File: config.mk
export PLATFORM = sky130hd
export DESIGN_NAME = game_flow_ctl
export DESIGN_NICKNAME = d
export VERILOG_FILES = /design/src/rtl/game_pkg.sv /design/src/rtl/click_edge_det.sv /design/src/rtl/game_flow_ctl.sv
export SDC_FILE = /design/constraint.sdc
export NUM_CORES = 1
export LEC_CHECK = 0
export BUFFER_PORTS_ARGS = -buffer_cell sky130_fd_sc_hd__buf_2
export CAP_MARGIN = 20
export CORE_ASPECT_RATIO = 2
export CORE_MARGIN = 1.5
export CORE_UTILIZATION = 40
export CTS_BUF_LIST = sky130_fd_sc_hd__clkbuf_8 sky130_fd_sc_hd__clkbuf_16
export DETAILED_ROUTE_END_ITERATION = 10
export PLACE_DENSITY = 0.54
export SYNTH_ARGS = -nofsm -noshare
export SYNTH_HDL_FRONTEND = slang
export SYNTH_SLANG_ARGS = --single-unit
File: constraint.sdc
create_clock -name clk -period 3 [get_ports clk]
set_input_delay 0.15 -clock clk [delete_from_list [all_inputs] [get_ports clk]]
set_output_delay 0.15 -clock clk [all_outputs]
set_load 0.02 [all_outputs]
File: src/rtl/game_pkg.sv
// Shared definitions for the duck-hunt game flow controller.
//   state_e            : top-level game FSM states
//   DEF_DUCKS_PER_GAME : default ducks launched per game
//   DEF_MAG_SIZE       : default bullets loaded per duck
//   SCORE_MAX          : score saturation value
//   FRAME_CNT_W        : width of the shared frame counter
package game_pkg;

    typedef enum logic [2:0] {
        S_START,
        S_SPAWN,
        S_FLY,
        S_FALL,
        S_END
    } state_e;

    localparam int unsigned DEF_DUCKS_PER_GAME = 10;
    localparam int unsigned DEF_MAG_SIZE       = 3;
    localparam logic [6:0]  SCORE_MAX          = 7'd99;
    localparam int unsigned FRAME_CNT_W        = 16;

endpackage

File: src/rtl/click_edge_det.sv
// Rising-edge detector for the (already synchronised) mouse button.
//   clk   : pixel clock
//   rst_n : synchronous active-low reset
//   level : button level
//   pulse : high for the one cycle where level is 1 and was 0 on the previous cycle
module click_edge_det (
    input  logic clk,
    input  logic rst_n,
    input  logic level,
    output logic pulse
);

    logic level_q;

    always_ff @(posedge clk) begin
        if (!rst_n) begin
            level_q <= 1'b0;
        end else begin
            level_q <= level;
        end
    end

    assign pulse = level & ~level_q;

endmodule

File: src/rtl/game_flow_ctl.sv
// Game flow controller: start screen -> ducks (spawn/fly/fall) -> end screen.
//   clk, rst_n          : pixel clock, synchronous active-low reset
//   frame_tick          : one pulse per frame
//   mouse_left          : left button level (synchronised)
//   target_hit          : cursor over duck, used only on a shot
//   start_screen_enable : start stage active
//   game_enable         : spawn/fly/fall stage active
//   game_end_enable     : end stage active
//   duck_spawn          : one-cycle launch pulse for the duck controller
//   duck_killed         : high during the fall animation
//   bullets_in_magazine : bullets left for the current duck
//   score               : ducks killed this game (saturating)
//   ducks_left          : ducks still to launch, including the current one
// All outputs are registered.
module game_flow_ctl
    import game_pkg::*;
#(
    parameter int unsigned DUCKS_PER_GAME     = DEF_DUCKS_PER_GAME,
    parameter int unsigned MAG_SIZE           = DEF_MAG_SIZE,
    parameter int unsigned FLY_TIMEOUT_FRAMES = 300,
    parameter int unsigned FALL_FRAMES        = 60,
    parameter int unsigned END_HOLD_FRAMES    = 120
) (
    input  logic       clk,
    input  logic       rst_n,
    input  logic       frame_tick,
    input  logic       mouse_left,
    input  logic       target_hit,
    output logic       start_screen_enable,
    output logic       game_enable,
    output logic       game_end_enable,
    output logic       duck_spawn,
    output logic       duck_killed,
    output logic [2:0] bullets_in_magazine,
    output logic [6:0] score,
    output logic [3:0] ducks_left
);

    localparam logic [FRAME_CNT_W-1:0] FLY_LAST  = FRAME_CNT_W'(FLY_TIMEOUT_FRAMES - 1);
    localparam logic [FRAME_CNT_W-1:0] FALL_LAST = FRAME_CNT_W'(FALL_FRAMES - 1);
    localparam logic [FRAME_CNT_W-1:0] END_HOLD  = FRAME_CNT_W'(END_HOLD_FRAMES);
    localparam logic [FRAME_CNT_W-1:0] CNT_ONE   = FRAME_CNT_W'(1);

    state_e                 state_q, state_d;
    logic [FRAME_CNT_W-1:0] fcnt_q, fcnt_d;
    logic [2:0]             bullets_d;
    logic [6:0]             score_d;
    logic [3:0]             ducks_d;
    logic                   spawn_d;
    logic                   kill;
    logic                   duck_done;
    logic                   click;

    click_edge_det u_click (
        .clk   (clk),
        .rst_n (rst_n),
        .level (mouse_left),
        .pulse (click)
    );

    always_comb begin
        state_d   = state_q;
        fcnt_d    = fcnt_q;
        bullets_d = bullets_in_magazine;
        score_d   = score;
        ducks_d   = ducks_left;
        spawn_d   = 1'b0;
        kill      = 1'b0;
        duck_done = 1'b0;

        unique case (state_q)
            S_START: begin
                if (click) begin
                    score_d = 7'd0;
                    ducks_d = 4'(DUCKS_PER_GAME);
                    state_d = S_SPAWN;
                end
            end
            S_SPAWN: begin
                spawn_d   = 1'b1;
                bullets_d = 3'(MAG_SIZE);
                fcnt_d    = '0;
                state_d   = S_FLY;
            end
            S_FLY: begin
                if (frame_tick) begin
                    fcnt_d = fcnt_q + CNT_ONE;
                end
                if (click && bullets_in_magazine != 3'd0) begin
                    bullets_d = bullets_in_magazine - 3'd1;
                    if (target_hit) begin
                        kill    = 1'b1;
                        score_d = (score >= SCORE_MAX) ? SCORE_MAX : score + 7'd1;
                        fcnt_d  = '0;
                        state_d = S_FALL;
                    end else if (bullets_in_magazine == 3'd1) begin
                        duck_done = 1'b1;
                    end
                end
                // A kill on the timeout frame wins over the escape.
                if (!kill && frame_tick && fcnt_q == FLY_LAST) begin
                    duck_done = 1'b1;
                end
            end
            S_FALL: begin
                if (frame_tick) begin
                    if (fcnt_q == FALL_LAST) begin
                        duck_done = 1'b1;
                    end else begin
                        fcnt_d = fcnt_q + CNT_ONE;
                    end
                end
            end
            S_END: begin
                // Counter saturates at the hold length; clicks only count after it.
                if (fcnt_q < END_HOLD) begin
                    if (frame_tick) begin
                        fcnt_d = fcnt_q + CNT_ONE;
                    end
                end else if (click) begin
                    state_d = S_START;
                end
            end
            default: state_d = S_START;
        endcase

        // Current duck is finished (escaped or fall animation over).
        if (duck_done) begin
            ducks_d = ducks_left - 4'd1;
            fcnt_d  = '0;
            state_d = (ducks_left > 4'd1) ? S_SPAWN : S_END;
        end
    end

    always_ff @(posedge clk) begin
        if (!rst_n) begin
            state_q             <= S_START;
            fcnt_q              <= '0;
            start_screen_enable <= 1'b1;
            game_enable         <= 1'b0;
            game_end_enable     <= 1'b0;
            duck_spawn          <= 1'b0;
            duck_killed         <= 1'b0;
            bullets_in_magazine <= 3'd0;
            score               <= 7'd0;
            ducks_left          <= 4'd0;
        end else begin
            state_q             <= state_d;
            fcnt_q              <= fcnt_d;
            start_screen_enable <= (state_d == S_START);
            game_enable         <= (state_d == S_SPAWN) || (state_d == S_FLY)
                                   || (state_d == S_FALL);
            game_end_enable     <= (state_d == S_END);
            duck_spawn          <= spawn_d;
            duck_killed         <= (state_d == S_FALL);
            bullets_in_magazine <= bullets_d;
            score               <= score_d;
            ducks_left          <= ducks_d;
        end
    end

endmodule

==> reports/results.ini <==
[cells_and_area]
final_area_um2=2457
drive_above_1_share_pct=13.85
area_growth_syn_to_layout_pct=11.40
nets=307
diodes=0
nFillCells=580

[clock_network]
cts.sinks=39
post_cts_buffers=0
cts_buffers=5
root_buffer=clkbuf_8
clock_latency_ns=0.30
clockBufferDepth=2
clk_pin_slew_worst_paths_ns=0.09
cts_tree=done
post_cts_resized=0
postCtsHoldBufs=0
htreeDepth=2

[route]
num_vias=2173
ant_nets=0
drc=0
first_iter_violations=47
via_per_inst=6.104
first_pass_iters=4
wirelength_um=6188
routedWlPerCell_um=17.38

[power]
p_sw_mw=0.3287
p_int_mw=0.7479
ir_drop_mv=0.3105
power_frac_comb_pct=14.5
p_sw_share_pct=30.53
power_mw=1.077
leakage_nw=1.019
clkPwrFrac_pct=34.9
pwr-share-seq_pct=50.6
powerDensity_nw_per_um2=438.1

[die]
die_area_um2=5996
die_y_um=108.0
chipWidth_um=55.51
core.rowCount=38
start_util_pct=41.06
core_area_um2=5373
io_pins=24

[run]
cap_viol_max_count=0

[synth]
syn_area_per_cell_um2=8.021
ys_seq_area_share_pct=35.39
synth_warnings=0
async_reset_ff_share_pct=0
yosysUniqueCellTypes=54
synth_ff_type=dfxtp_1
netlist.top_cell.by_area=dfxtp_1
syn-cell-area_um2=2206
synth_seq_cells=39
syn-num-nets=287
synth_area_leaders=dfxtp_1 (35%), nand2_1 (5.8%), and3_1 (4.5%)
synthCells=275
synth_edf_count=0
yosysTopAreaCellShare_pct=35.39

[sta]
maxSlewViolCount=0
period_needed_ns=2.313
worst_slew_pin_slew_ns=0.6296
report.final.hold_viol_count=0
fin_crit_sh_pct=77.09
setup_tns_ns=0
setup_viol=0
fin_skew_ns=0.006745
rsz0062_at_grt=no
slew-limit-headroom_pct=57.83
fmax_mhz=432.4

[setup_path]
critical_path_class=register to register
cp.required_ns=3.21
cp.arrival_ns=2.52
start_kind=register
end_kind=register
cp_max_fo=8

[global_route]
grt_pass1_vias=2184
grt.overflow.total=0
grt_pass1_wl_um=10180
track_usage_pct=21.45
antenna_found_initial=0
grt_max_degree=25

[placed_design]
hpwlAfterDp_um=4707
place_area_um2=2364
routabilityCongestion=0.8428
io_buffers=23

[status]
status=complete, no violations

[hold_path]
hp-class=input port to register

==> flip-flops by register name (all words and copies together), names as in the netlist <==
name,cells
fcnt_q,16
score,7
ducks_left,4
bullets_in_magazine,3
state_q,3
duck_killed,1
duck_spawn,1
game_enable,1
game_end_enable,1
start_screen_enable,1
u_click.level_q,1
==> power by group through the flow <==
stage / clock, mW / combinational, mW / sequential [mW]
after floorplan: 0 / 0.100 / 0.566
after global routing: 0.407 / 0.172 / 0.548
after global placement: 0 / 0.157 / 0.557
after CTS: 0.389 / 0.158 / 0.545
after detailed placement: 0 / 0.157 / 0.557
final: 0.376 / 0.156 / 0.545
==> worst max-delay path, cell delays in order (launching register included) <==
cell and delay [ns]:
dfxtp_1 0.36, or4_4 0.57, nor3b_2 0.25, a41o_2 0.27
and2_1 0.35, a41oi_1 0.17, nor4_1 0.25
==> stage by stage <==
stage | setup WS [ns] | util (%) | instances | hold slack, ns
floorplan | 0.8357 | - | 275 | 0.2717
global placement | 0.7902 | 43.99 | 348 | 0.3856
detailed placement | 0.7346 | 43.99 | 348 | 0.3846
CTS | 0.7152 | 45.74 | 356 | 0.06714
global route | 0.5408 | 45.74 | 356 | 0.08130
finish | 0.6872 | 45.74 | 356 | 0.07367
==> layer usage <==
metal	global-route usage, %	wire length (µm)
met2	43.37	3610
met5	0	0
met3	2.990	159
met1	19.05	2190
met4	13.24	228
==> final timing paths <==
check	start	to	slack, ns	cells after the start
max	fcnt_q[15]$_SDFFE_PP0P_	fcnt_q[5]$_SDFFE_PP0P_	0.69	6
min	mouse_left	u_click.level_q$_SDFF_PN0_	0.07	2
max reg2reg	fcnt_q[15]$_SDFFE_PP0P_	fcnt_q[5]$_SDFFE_PP0P_	0.69	6
min reg2reg	score[6]$_SDFFE_PN0P_	score[6]$_SDFFE_PN0P_	0.50	2
==> layout make-up <==
class / instances / area (µm²) / area share (%)
tap: 60 / 75.07 / 3.055
timing repair buffer: 25 / 130.1 / 5.295
sequential: 39 / 780.7 / 31.77
multi-input combinational: 218 / 1355 / 55.14
clock buffer: 5 / 68.82 / 2.800
inverter: 6 / 22.52 / 0.9165
clock inverter: 3 / 25.02 / 1.018
==> cells in the mapped netlist (all sizes together) (4+ instances only) <==
cell and instances:
a21oi 16, a311oi 5, a31oi 12, and2 9, and3 16, clkbuf 10
dfxtp 39, ha 7, inv 6, nand2 35, nand3 13, nor2 16
nor2b 7, nor3 6, nor4 4, o211a 4, o21a 4, o21ai 16
==> cell usage in the layout, fill, tap and decap left out, types with 2 or more instances in the layout <==
cell type / n
a21boi_0: 3
a21oi_1: 16
a311oi_1: 5
a31o_2: 2
a31oi_1: 12
and2_1: 8
and3_1: 16
and3b_1: 3
and4_1: 2
buf_2: 23
buf_4: 2
clkbuf_8: 5
clkinv_4: 2
dfxtp_1: 39
ha_1: 7
inv_1: 6
nand2_1: 34
nand2b_1: 3
nand3_1: 13
nand3b_1: 3
nand4_1: 2
nand4b_1: 3
nor2_1: 16
nor2b_1: 7
nor3_1: 6
nor4_1: 4
o211a_1: 4
o211ai_1: 3
o21a_1: 4
o21ai_0: 15
or3_1: 2
==> cells by family (layout without fill, tap and decap cells) <==
family / count (synthesis) / after routing / share of synthesized area [%]
AO/OA/AOI/OAI: 76 / 76 / 23.20
AND/OR/NAND/NOR: 133 / 133 / 33.47
adder cells (fa/ha/maj): 7 / 7 / 3.970
flip-flops: 39 / 39 / 35.39
XOR/XNOR: 2 / 2 / 0.7942
buffers and inverters: 18 / 39 / 3.177
Power figures use the tool's default switching activity.
